### config.mk
export PLATFORM = sky130hd
export DESIGN_NAME = ulpi_tx_engine
export DESIGN_NICKNAME = d
export VERILOG_FILES = /design/src/rtl/ulpi_tx_engine.sv
export SDC_FILE = /design/constraint.sdc
export NUM_CORES = 1
export LEC_CHECK = 0
export BUFFER_PORTS_ARGS = -buffer_cell sky130_fd_sc_hd__buf_2
export CAP_MARGIN = 20
export CELL_PAD_IN_SITES_DETAIL_PLACEMENT = 2
export CELL_PAD_IN_SITES_GLOBAL_PLACEMENT = 2
export CORE_MARGIN = 3
export CORE_UTILIZATION = 33
export CTS_BUF_LIST = sky130_fd_sc_hd__clkbuf_4 sky130_fd_sc_hd__clkbuf_8
export CTS_CLUSTER_DIAMETER = 60
export DETAILED_ROUTE_END_ITERATION = 10
export PLACE_DENSITY_LB_ADDON = 0.1
export SETUP_SLACK_MARGIN = 0.02
export SKIP_CTS_REPAIR_TIMING = 1
export SLEW_MARGIN = 20
export SYNTH_ARGS = -nofsm -noshare
export SYNTH_HDL_FRONTEND = slang
export SYNTH_SLANG_ARGS = --single-unit
### constraint.sdc
create_clock -name USB_CLKIN -period 3.6 [get_ports USB_CLKIN]
set_input_delay 0.54 -clock USB_CLKIN [delete_from_list [all_inputs] [get_ports USB_CLKIN]]
set_output_delay 0.54 -clock USB_CLKIN [all_outputs]
set_load 0.005 [all_outputs]
### src/rtl/ulpi_tx_engine.sv
// ULPI transmit engine: sends TX CMD, payload bytes and STP on the PHY bus,
// honouring NXT throttling and backing off whenever the PHY takes the bus.
module ulpi_tx_engine #(
  parameter int NXT_TIMEOUT = 1023
) (
  input  logic       USB_CLKIN,
  input  logic       NRST,
  input  logic       tx_start,
  input  logic [3:0] tx_pid,
  input  logic       tx_nodata,
  input  logic [7:0] tx_data,
  input  logic       tx_valid,
  input  logic       tx_last,
  output logic       tx_ready,
  output logic       tx_busy,
  output logic       tx_done,
  output logic       tx_abort,
  input  logic       USB_DIR,
  input  logic       USB_NXT,
  output logic [7:0] ulpi_data_o,
  output logic       ulpi_data_oe,
  output logic       ulpi_stp
);

  localparam int CW = $clog2(NXT_TIMEOUT + 1);
  localparam logic [CW-1:0] CNT_LAST = CW'(NXT_TIMEOUT - 1);

  typedef enum logic [2:0] {IDLE, CMD, DATA, STOP, ERR, WAIT_BUS} state_t;

  state_t        state, state_nxt;
  logic          dir_q;
  logic [3:0]    pid_q;
  logic          nodata_q;
  logic [CW-1:0] cnt;
  logic          bus_free;
  logic          accept;

  // dir_q covers the turnaround cycle after the PHY releases the bus
  assign bus_free     = !USB_DIR && !dir_q;
  assign accept       = (state == IDLE) && tx_start && bus_free;
  assign ulpi_data_oe = bus_free;
  assign tx_busy      = (state != IDLE);

  always_ff @(posedge USB_CLKIN or negedge NRST) begin
    if (!NRST) begin
      state    <= IDLE;
      dir_q    <= 1'b1;
      pid_q    <= 4'h0;
      nodata_q <= 1'b0;
      cnt      <= '0;
    end else begin
      state <= state_nxt;
      dir_q <= USB_DIR;
      if (accept) begin
        pid_q    <= tx_pid;
        nodata_q <= tx_nodata;
      end
      if (state == CMD) cnt <= cnt + 1'b1;
      else              cnt <= '0;
    end
  end

  always_comb begin
    state_nxt   = state;
    ulpi_data_o = 8'h00;
    ulpi_stp    = 1'b0;
    tx_ready    = 1'b0;
    tx_done     = 1'b0;
    tx_abort    = 1'b0;
    case (state)
      IDLE: begin
        if (accept) state_nxt = CMD;
      end
      CMD: begin
        ulpi_data_o = {4'b0100, pid_q};
        if (USB_DIR) begin
          state_nxt = WAIT_BUS;
          tx_abort  = 1'b1;
        end else if (USB_NXT) begin
          state_nxt = nodata_q ? STOP : DATA;
        end else if (cnt == CNT_LAST) begin
          state_nxt = ERR;
        end
      end
      DATA: begin
        ulpi_data_o = tx_data;
        if (USB_DIR) begin
          state_nxt = WAIT_BUS;
          tx_abort  = 1'b1;
        end else if (USB_NXT) begin
          tx_ready = 1'b1;
          // NXT with no byte available is an underrun
          if (!tx_valid)    state_nxt = ERR;
          else if (tx_last) state_nxt = STOP;
        end
      end
      STOP: begin
        ulpi_stp  = 1'b1;
        tx_done   = 1'b1;
        state_nxt = IDLE;
      end
      ERR: begin
        ulpi_stp    = 1'b1;
        ulpi_data_o = 8'hFF;
        tx_abort    = 1'b1;
        state_nxt   = IDLE;
      end
      WAIT_BUS: begin
        if (bus_free) state_nxt = IDLE;
      end
      default: state_nxt = IDLE;
    endcase
  end

endmodule

---- Word-level counts from Yosys, hierarchy flattened ----
Index checks and enable logic that the tools add are counted.
storage, ports and cells
  bits in registers ....................... 19
  output and inout bits ................... 14
  input bits .............................. 20
cells by class
  equal/unequal tests ..................... 11
  $add $sub $neg .......................... 1
  muxes and demuxes ....................... 20
  reductions and logical operators ........ 10
operators with widths
  cell                                                                      count
  3-bit 2-to-1 mux                                                          9
  8-bit case mux with 3 select lines                                        1
  3-bit case mux with 4 select lines                                        1
  10-bit by 1-bit adder with 10-bit output (second input constant)          1
  10-bit == test (second input constant)                                    1
  10-bit 2-to-1 mux                                                         1
  1-bit 2-to-1 mux                                                          7
  3-bit by 2-bit == test with 1-bit output (second input constant)          2
  3-bit == test (second input constant)                                     2
  5-bit AND reduction                                                       1
  2-bit inequality test (second input constant)                             2
  4-bit by 3-bit inequality test with 1-bit output (second input constant)  1
  4-bit inequality test (second input constant)                             1
  2-bit OR reduction                                                        2
  3-bit by 1-bit == test with 1-bit output (second input constant)          1
  1-bit logical AND                                                         3
  3-bit logical NOT                                                         1
  3-bit inequality test (second input constant)                             1
  3-bit nonzero test                                                        1
  1-bit logical NOT                                                         2
  1-bit case mux with 2 select lines                                        1

---- Logic depth before layout (Yosys ltp) ----
Gate-level depths: netlist (run 1).
  word-level depth ........................ 5
  mapped depth ............................ 6
  gate-level depth less buffers ........... 6

---- Least setup slack after synthesis (run 1) ----
No wires, ideal clock.
  kind .................................... reg-to-reg
  start ................................... register state[0]
  end ..................................... register state[1]
  setup time .............................. 0.128 ns
  path buffers ............................ 1
  period minus slack after synthesis ...... 1.633 ns
  path slack .............................. 1.967 ns
  data arrival time ....................... 1.506 ns
  stages on the path, launching flop included .. 7
  cells stage by stage .................... dfrtp_1 > buf_2 > nand2b_4 > a211oi_2 > o211ai_2 > nor2_2 > mux2_1
between the ends
  longest elaborated chain between the ends .. 5
ends and longest elaborated chain
  element                          RTL line  RTL
  start, declared                  30        state_t state, state_nxt;
  start signal, assigned           52        state <= state_nxt;
  3-bit logical NOT                40, 70
  1-bit logical AND (2 in a row)   40        assign accept = (state == IDLE) && tx_start && bus_free;
  2-bit inequality test (no line)  --
  5-bit AND reduction (no line)    --
Several ways; a longest one is shown, not always the timed one.
A chain may end at the register's enable or synchronous reset.

---- Final worst setup path (run 1) ----
  start ................................... register state[0]
  end ..................................... output ulpi_data_o[0]
between the ends
  longest elaborated chain between the ends .. 2
ends and longest elaborated chain
  element                                RTL line  RTL
  3-bit == test (tied with other cells)  70        case (state)
  8-bit case mux with 3 select lines *   70
  end, declared                          20        output logic [7:0] ulpi_data_o,
Every way passes the cells marked *; elsewhere a longest branch is shown, timed or not.

==> reports/results.ini, run 1 <==
[run_status]
status=finished clean

[layout]
finish.instance_area_sq_um=1350
nNetsFinal=177
layout-drive-gt1-share_pct=31.2
multi_input_area_sq_um=614
fill_cells=376
antennaDiodeCount=0
syn_to_final_growth_pct=18.3
seqCellArea_sq_um=477

[grt]
grt_max_degree=20
track_usage_pct=17.0
antenna_found_initial=0
grt_pass1_vias=1096
grt_pass1_wl_um=5550
grt_overflow=0

[synth]
async_flop_share_pct=100
synthXorXnorAreaFrac_pct=4.61
syn-num-nets=145
ys_warn_count=0
ys_ff_latch=19
synthAdderAreaFrac_pct=2.19
synth_mux_area_share_pct=7.57
yosys.area_share.simple_pct=22.6
yosysSeqAreaShare_pct=41.8
synth_top_family_by_area=simple AND/OR/NAND/NOR gates
synth_ff_type=dfrtp_1
synth_most_common_cell=dfrtp_1
syn_avg_cell_area_sq_um=9.28
synthTopCellsByArea=dfrtp_1 39%, mux2_4 6.6%, nor2_1 4.6%
synth.top_cell.area_share_pct=39.5
syn-cell-area_sq_um=1140
synth-edff-count=0
synthTopCellsByCount=18 x dfrtp_1, 14 x nor2_1, 12 x nand2_1
yosysUniqueCellTypes=35
synth_compound_area_share_pct=16.9
yosysTopAreaCell=dfrtp_1
syn_inst=123

[placement]
placed_area_sq_um=1320
place.detailed.hpwl_um=2520
io_buffer_count=33
gp_congestion=0.797

[timing]
fin_crit_ns=2.45
worstMarginPinSlew_ns=0.541
rsz0062_at_grt=false
hold_viol_final=0
fmaxAchievable_mhz=408
finClkSkew_ns=0.00184
finalSetupViolCount=0
whs_ns=0.168
slew_viol_final=0
max_slew_margin_pct=63.8
timing.setup.tns_ns=0
period_share_pct=68.1

[floorplan]
dieWidth_um=64.8
core_sq_um=3180
dieArea_sq_um=4200
rows=20
initial_core_util_pct=35.9
dieHeight_um=64.8
ios=34

[route]
wl_per_cell_um=16.1
viasPerCell=5.09
remaining_drc_errors=0
ant_nets=0
dr.pass1.iters=4
wl_um=3190
drt_iter0_markers=26
dr_total_vias=1007

[clocking]
insertion_delay_ns=0.30
root_buffer=clkbuf_4
clock_path_buffers=2
cts_tree=yes
htreeDepth=1
cts_inserted_buffers=3
cts_sinks=19
clk_pin_slew_ns=0.11

[worst_setup_path]
cp_cell_sequence=nor2b_1, a22oi_1, o21ai_0, buf_2
slowest_stage=dfrtp_1
critPathRequiredTime_ns=3.06
cp-end-kind=output pin
crit_type=reg -> out
critPathMaxStageDelay_ns=0.60
cp_max_fo=13
worstPathArrival_ns=1.91
startpoint_type=register

[power_and_ir_drop]
ir_drop_mv=0.235
p_leak_nw=0.646
powerDensity_nw_per_um2=584

[worst_hold_path]
hold_class=in -> async

[flow_run]
cap_viol_max_count=0

## cell usage in the layout, fill, tap and decap left out, types with 2 or more instances in the layout
cell type,netlist,layout
o21ai_0,9,9
a21oi_1,10,10
xor2_1,5,5
clkbuf_4,0,3
nand2_1,12,12
mux2_4,5,5
ha_1,2,2
buf_2,1,33
nor2b_1,4,4
nor2_1,14,14
inv_1,3,3
nand3_1,5,5
nand4_1,3,3
dfrtp_1,18,18
or3_1,2,2
o21ai_1,2,2
a22oi_1,4,4
nand2b_1,3,3
## metal layers
layer	track usage [%]	vias to the layer above	routed length (um)
li1	-	494	-
met4	2.37	0	14
met3	4.33	2	128
met2	27.8	18	1580
met5	0	-	0
met1	22.9	493	1470
## final cells by class
cell class / count / share of cell area (%)
tap: 44 / 4.08
sequential: 19 / 35.3
timing repair buffer: 33 / 12.2
clock inverter: 1 / 0.371
multi-input combinational: 95 / 45.5
inverter: 3 / 0.834
clock buffer: 3 / 1.67
## flip-flops by register name (all words and copies together), names as in the netlist
register and cells:
nodata_q 1, dir_q 1, cnt 10, state 3
pid_q 4
## worst max-delay path: cells and delay by family (launching register included)
kind	cells	cell delay (ns)
compound gates	2	0.35
buf+inv	1	0.14
flops	1	0.60
simple gates	1	0.52
## cell families (layout without fill, tap and decap cells)
logic type      after synthesis  after routing
fa+ha+maj                     2              2
buf+inv                       9             40
simple gates                 50             50
flops                        19             19
xor+xnor                      6              6
mux                           6              6
compound gates               31             31
## stage by stage
| step | util, % | std cells | total power, W | setup WS (ns) |
|---|---|---|---|---|
| floorplan | - | 123 | 0.000550 | 1.97 |
| global placement | 41.6 | 194 | 0.000676 | 1.58 |
| detailed placement | 41.6 | 194 | 0.000694 | 1.47 |
| CTS | 42.5 | 198 | 0.000807 | 1.10 |
| global route | 42.5 | 198 | 0.000873 | 0.881 |
| finish | 42.5 | 198 | 0.000789 | 1.15 |
## report_power, final
group          total (W)  internal, W  switching, W
registers       0.000336     0.000261     0.0000748
logic           0.000344     0.000177      0.000167
clock network   0.000109    0.0000414     0.0000674
total           0.000789     0.000480      0.000309
## final timing paths
| check | cells after the start | end | slack, ns | startpoint |
|---|---|---|---|---|
| max | 4 | ulpi_data_o[0] | 1.15 | state[0] |
| min | 1 | cnt[8] | 0.17 | NRST |
| max reg2reg | 3 | pid_q[3] | 1.75 | state[2] |
| min reg2reg | 1 | nodata_q | 0.53 | nodata_q |
| max in group asynchronous | 1 | dir_q | 3.09 | NRST |
| min in group USB_CLKIN | 1 | dir_q | 0.38 | USB_DIR |
Note: power is estimated with default switching activity, not from simulation.
==> run 2: changes to the inputs <==
- CORE_UTILIZATION: 33 -> 28
- clock period: 3.6 -> 2.2 ns (I/O delays scaled with it)
==> run 2 against run 1 <==
Via count increased by 2.0%; utilization decreased by 5.9 points; combinational power increased by 79%; setup slack got worse by 0.93 ns; critical path type unchanged; largest cell class unchanged; largest power group unchanged; highest routed layer unchanged.
==> reports/results.ini, run 2 (synthesized netlist as in run 1, its figures left out) <==
[run_status]
status=finished clean

[route]
dr.pass1.iters=2
ant_nets=0
viasPerCell=5.06
dr_total_vias=1027
wl_per_cell_um=15.9
drt_iter0_markers=27
remaining_drc_errors=0
wl_um=3230

[timing]
finalSetupViolCount=0
fin_crit_ns=1.98
post-route-worst-setup-slack_ns=0.222
rsz0062_at_grt=false
finClkSkew_ns=0.00214
timing.setup.tns_ns=0
hold_viol_final=0
max_slew_margin_pct=70.0
worstMarginPinSlew_ns=0.450
fmaxAchievable_mhz=505
slew_viol_final=0
period_share_pct=89.9

[layout]
final_common_cell=buf_2
nNetsFinal=178
largest_reg_flops=10
layout_common_cells=33 x buf_2, 18 x dfrtp_1, 14 x nor2_1
fill_cells=453
antennaDiodeCount=0
regMostFlops=cnt
layout-drive-gt1-share_pct=32.9
syn_to_final_growth_pct=21.9
reg_top3=cnt x10, pid_q x4, state x3

[clocking]
cts_inserted_buffers=3
clock_path_buffers=2
clk_pin_slew_ns=0.07
root_buffer=clkbuf_8
insertion_delay_ns=0.25
cts_tree=yes
htreeDepth=1
cts_sinks=19

[worst_setup_path]
reg2regPathDepth=5
startpoint_type=register
critPathRequiredTime_ns=1.87
cp_max_fo=11
crit_type=reg -> out
cp_cell_sequence=nor2b_2, a22oi_1, o21ai_0, buf_2
critical-path-top-delay-family=flip-flops
regToRegStartpoint=state[0]
worstPathArrival_ns=1.65
cp-end-kind=output pin
slowest_stage=dfrtp_1
r2r_slack_ns=0.38
critPathMaxStageDelay_ns=0.58
critPathBufInv=1
r2r-end=state[1]

[floorplan]
rows=22
core_sq_um=3800
initial_core_util_pct=30.0
ios=34
dieArea_sq_um=4880
dieHeight_um=69.8
dieWidth_um=69.8

[grt]
grt_max_degree=20
antenna_found_initial=0
grt_pass1_wl_um=5430
track_usage_pct=14.0
grt_overflow=0
grt_pass1_vias=1114

[power_and_ir_drop]
powerDensity_nw_per_um2=1000
ir_drop_mv=0.383
p_leak_nw=0.662

[placement]
gp_congestion=0.771
pre_cts_ws_ns=0.220
place.detailed.hpwl_um=2540
io_buffer_count=33

[flow_run]
cap_viol_max_count=0

[worst_hold_path]
hold_class=in -> async

run 2: cell count changes in the layout (fill, tap and decap cells not counted):
cell,previous run,this run
clkbuf_8,0,3
nor2b_1,4,2
nor2b_4,0,1
buf_4,0,1
clkbuf_4,3,0
nor2b_2,0,1
run 2: where the power goes:
part	internal [W]	switching [W]	total (W)	leakage, nW
registers	0.000429	0.000104	0.000533	0.249
clock network	0.000126	0.000118	0.000244	0.0255
logic	0.000309	0.000308	0.000617	0.388
run 2: per-layer routing:
metal / share of wire (%) / track usage (%) / vias to the layer above
met2: 54 / 25.6 / 20
met4: 0.90 / 4.47 / 0
met1: 41 / 16.2 / 513
met5: 0 / 0 / -
li1: - / - / 492
met3: 4.1 / 2.61 / 2
run 2: worst max path at each step:
stage	startpoint	to	depth (start not counted)
floorplan	state[0]	state[1]	6
global placement	state[0]	ulpi_data_o[0]	4
detailed placement	state[0]	ulpi_data_o[2]	4
CTS	state[0]	ulpi_data_o[2]	4
global route	state[1]	ulpi_data_o[2]	4
finish	state[1]	ulpi_data_o[2]	4
run 2: area by class of cell:
type / count / area (sq um) / share of cell area (%)
clock buffer: 3 / 41.3 / 2.97
clock inverter: 1 / 5.00 / 0.360
inverter: 3 / 11.3 / 0.809
multi-input combinational: 95 / 624 / 44.9
sequential: 19 / 477 / 34.3
tap: 48 / 60.1 / 4.32
timing repair buffer: 34 / 173 / 12.4
run 2: metrics by stage:
step | area [sq um] | total power (W) | std cells | util, % | hold WS (ns)
3_3_place_gp | 1340 | 0.00112 | 199 | 35.1 | 0.306
3_5_place_dp | 1340 | 0.00116 | 199 | 35.1 | 0.303
2_1_floorplan | 1140 | 0.000901 | 123 | - | 0.0344
5_1_grt | 1390 | 0.00151 | 203 | 36.6 | 0.0371
6_report | 1390 | 0.00139 | 203 | 36.6 | 0.0138
4_1_cts | 1380 | 0.00141 | 203 | 36.4 | 0.0275
==> run 3: changes to the inputs <==
- CORE_ASPECT_RATIO: unset -> 1.1
==> run 3 against run 2 <==
The run now ends with negative hold slack left; cell count is 0.99% higher; critical path type unchanged; non-clock buffer count stayed put; power hardly changed; via count is 0.78% lower; combinational power hardly changed; worst hold slack worse by 0.017 ns; design area stayed put; sequential power is 2% lower; clock power is 6% higher; die area hardly changed.
==> reports/results.ini, run 3 (synthesized netlist as in run 1, its figures left out) <==
[timing]
fmaxAchievable_mhz=496
hold_viol_final=6
rsz0062_at_grt=false
slew_viol_final=0
finClkSkew_ns=0.00512
fin_crit_ns=2.01
max_slew_margin_pct=71.5
whs_ns=-0.00357
period_share_pct=91.6
finalSetupViolCount=0
worstMarginPinSlew_ns=0.427
timing.setup.tns_ns=0

[power_and_ir_drop]
p_leak_nw=0.660
ir_drop_mv=0.534
powerDensity_nw_per_um2=1000

[layout]
reg_top3=cnt x10, pid_q x4, state x3
largest_reg_flops=10
final_common_cell=buf_2
layout_common_cells=33 x buf_2, 18 x dfrtp_1, 14 x nor2_1
syn_to_final_growth_pct=21.9
regMostFlops=cnt
fin_util_pct=36.9
layout-drive-gt1-share_pct=32.9
antennaDiodeCount=0
fill_cells=445
nNetsFinal=178

[grt]
antenna_found_initial=0
grt_pass1_vias=1064
grt_pass1_wl_um=5080
grt_max_degree=20
track_usage_pct=13.9
grt_overflow=0

[route]
dr.pass1.iters=4
dr_total_vias=1019
wl_um=3200
viasPerCell=4.97
wl_per_cell_um=15.6
remaining_drc_errors=0
drt_iter0_markers=29
ant_nets=0

[worst_setup_path]
cp_max_fo=13
critPathRequiredTime_ns=1.87
startpoint_type=register
reg2regPathDepth=3
crit_type=reg -> out
cp_cell_sequence=nor2b_2, a22oi_1, o21ai_0, buf_2
cp-end-kind=output pin
worstPathArrival_ns=1.68
critPathMaxStageDelay_ns=0.58
slowest_stage=dfrtp_1

[floorplan]
dieWidth_um=66.9
initial_core_util_pct=30.3
rows=23
dieHeight_um=73.0
core_sq_um=3770
ios=34
dieArea_sq_um=4880

[placement]
io_buffer_count=33
gp_congestion=0.745
place.detailed.hpwl_um=2570

[clocking]
insertion_delay_ns=0.26
htreeDepth=1
clock_path_buffers=2
cts_tree=yes
root_buffer=clkbuf_8
cts_sinks=19
cts_inserted_buffers=3
clk_pin_slew_ns=0.07

[worst_hold_path]
hold_class=in -> async

[run_status]
violations=negative hold slack
status=finished, violations left

[flow_run]
cap_viol_max_count=0

## run 3: changes by cell type in the layout (fill, tap and decap cells not counted)
cell / previous run / this run
nor2b_4: 1 / 0
clkinv_2: 1 / 0
nor2b_2: 1 / 2
clkbuf_4: 0 / 1
## run 3: per-layer routing
layer,vias up,wire [um],global-route usage (%)
met2,21,1630,25.2
met3,5,139,1.54
li1,494,-,-
met1,499,1370,16.4
met5,-,0,0
met4,0,53,5.41
## run 3: final timing paths
kind / slack (ns) / end / from
max: 0.19 / ulpi_data_o[1] / state[0]
min: -0.004 / cnt[6] / NRST
max reg2reg: 0.42 / pid_q[3] / state[0]
min reg2reg: 0.53 / pid_q[1] / pid_q[1]
max in group asynchronous: 1.88 / dir_q / NRST
min in group USB_CLKIN: 0.23 / dir_q / USB_DIR
## run 3: critical path: cells and delay by family, from the launching register on
kind | cells | cell delay, ns
AO/OA/AOI/OAI | 2 | 0.30
AND/OR/NAND/NOR | 1 | 0.39
flip-flops | 1 | 0.58
buffers and inverters | 1 | 0.15
## run 3: where the power goes
group	internal (W)	switching, W	total (W)
clock network	0.000141	0.000117	0.000258
registers	0.000429	0.0000920	0.000521
logic	0.000304	0.000311	0.000615
total	0.000875	0.000520	0.00139
## run 3: cell type report
type | count | area, sq um | area share, %
multi-input cells | 95 | 619 | 44.5
flip-flops and latches | 19 | 477 | 34.3
repair buffers | 34 | 173 | 12.4
well taps | 50 | 62.6 | 4.50
clock buffers | 4 | 48.8 | 3.51
inverters | 3 | 11.3 | 0.809
## run 3: stage by stage
stage | worst slack, ns | std cells | hold slack, ns | cell area [sq um] | power [W]
floorplan | 0.567 | 123 | 0.0344 | 1140 | 0.000901
global placement | 0.447 | 201 | 0.290 | 1340 | 0.00113
detailed placement | 0.328 | 201 | 0.296 | 1340 | 0.00116
CTS | 0.0471 | 205 | 0.00872 | 1390 | 0.00142
global route | 0.0573 | 205 | 0.0207 | 1390 | 0.00150
finish | 0.185 | 205 | -0.00357 | 1390 | 0.00139
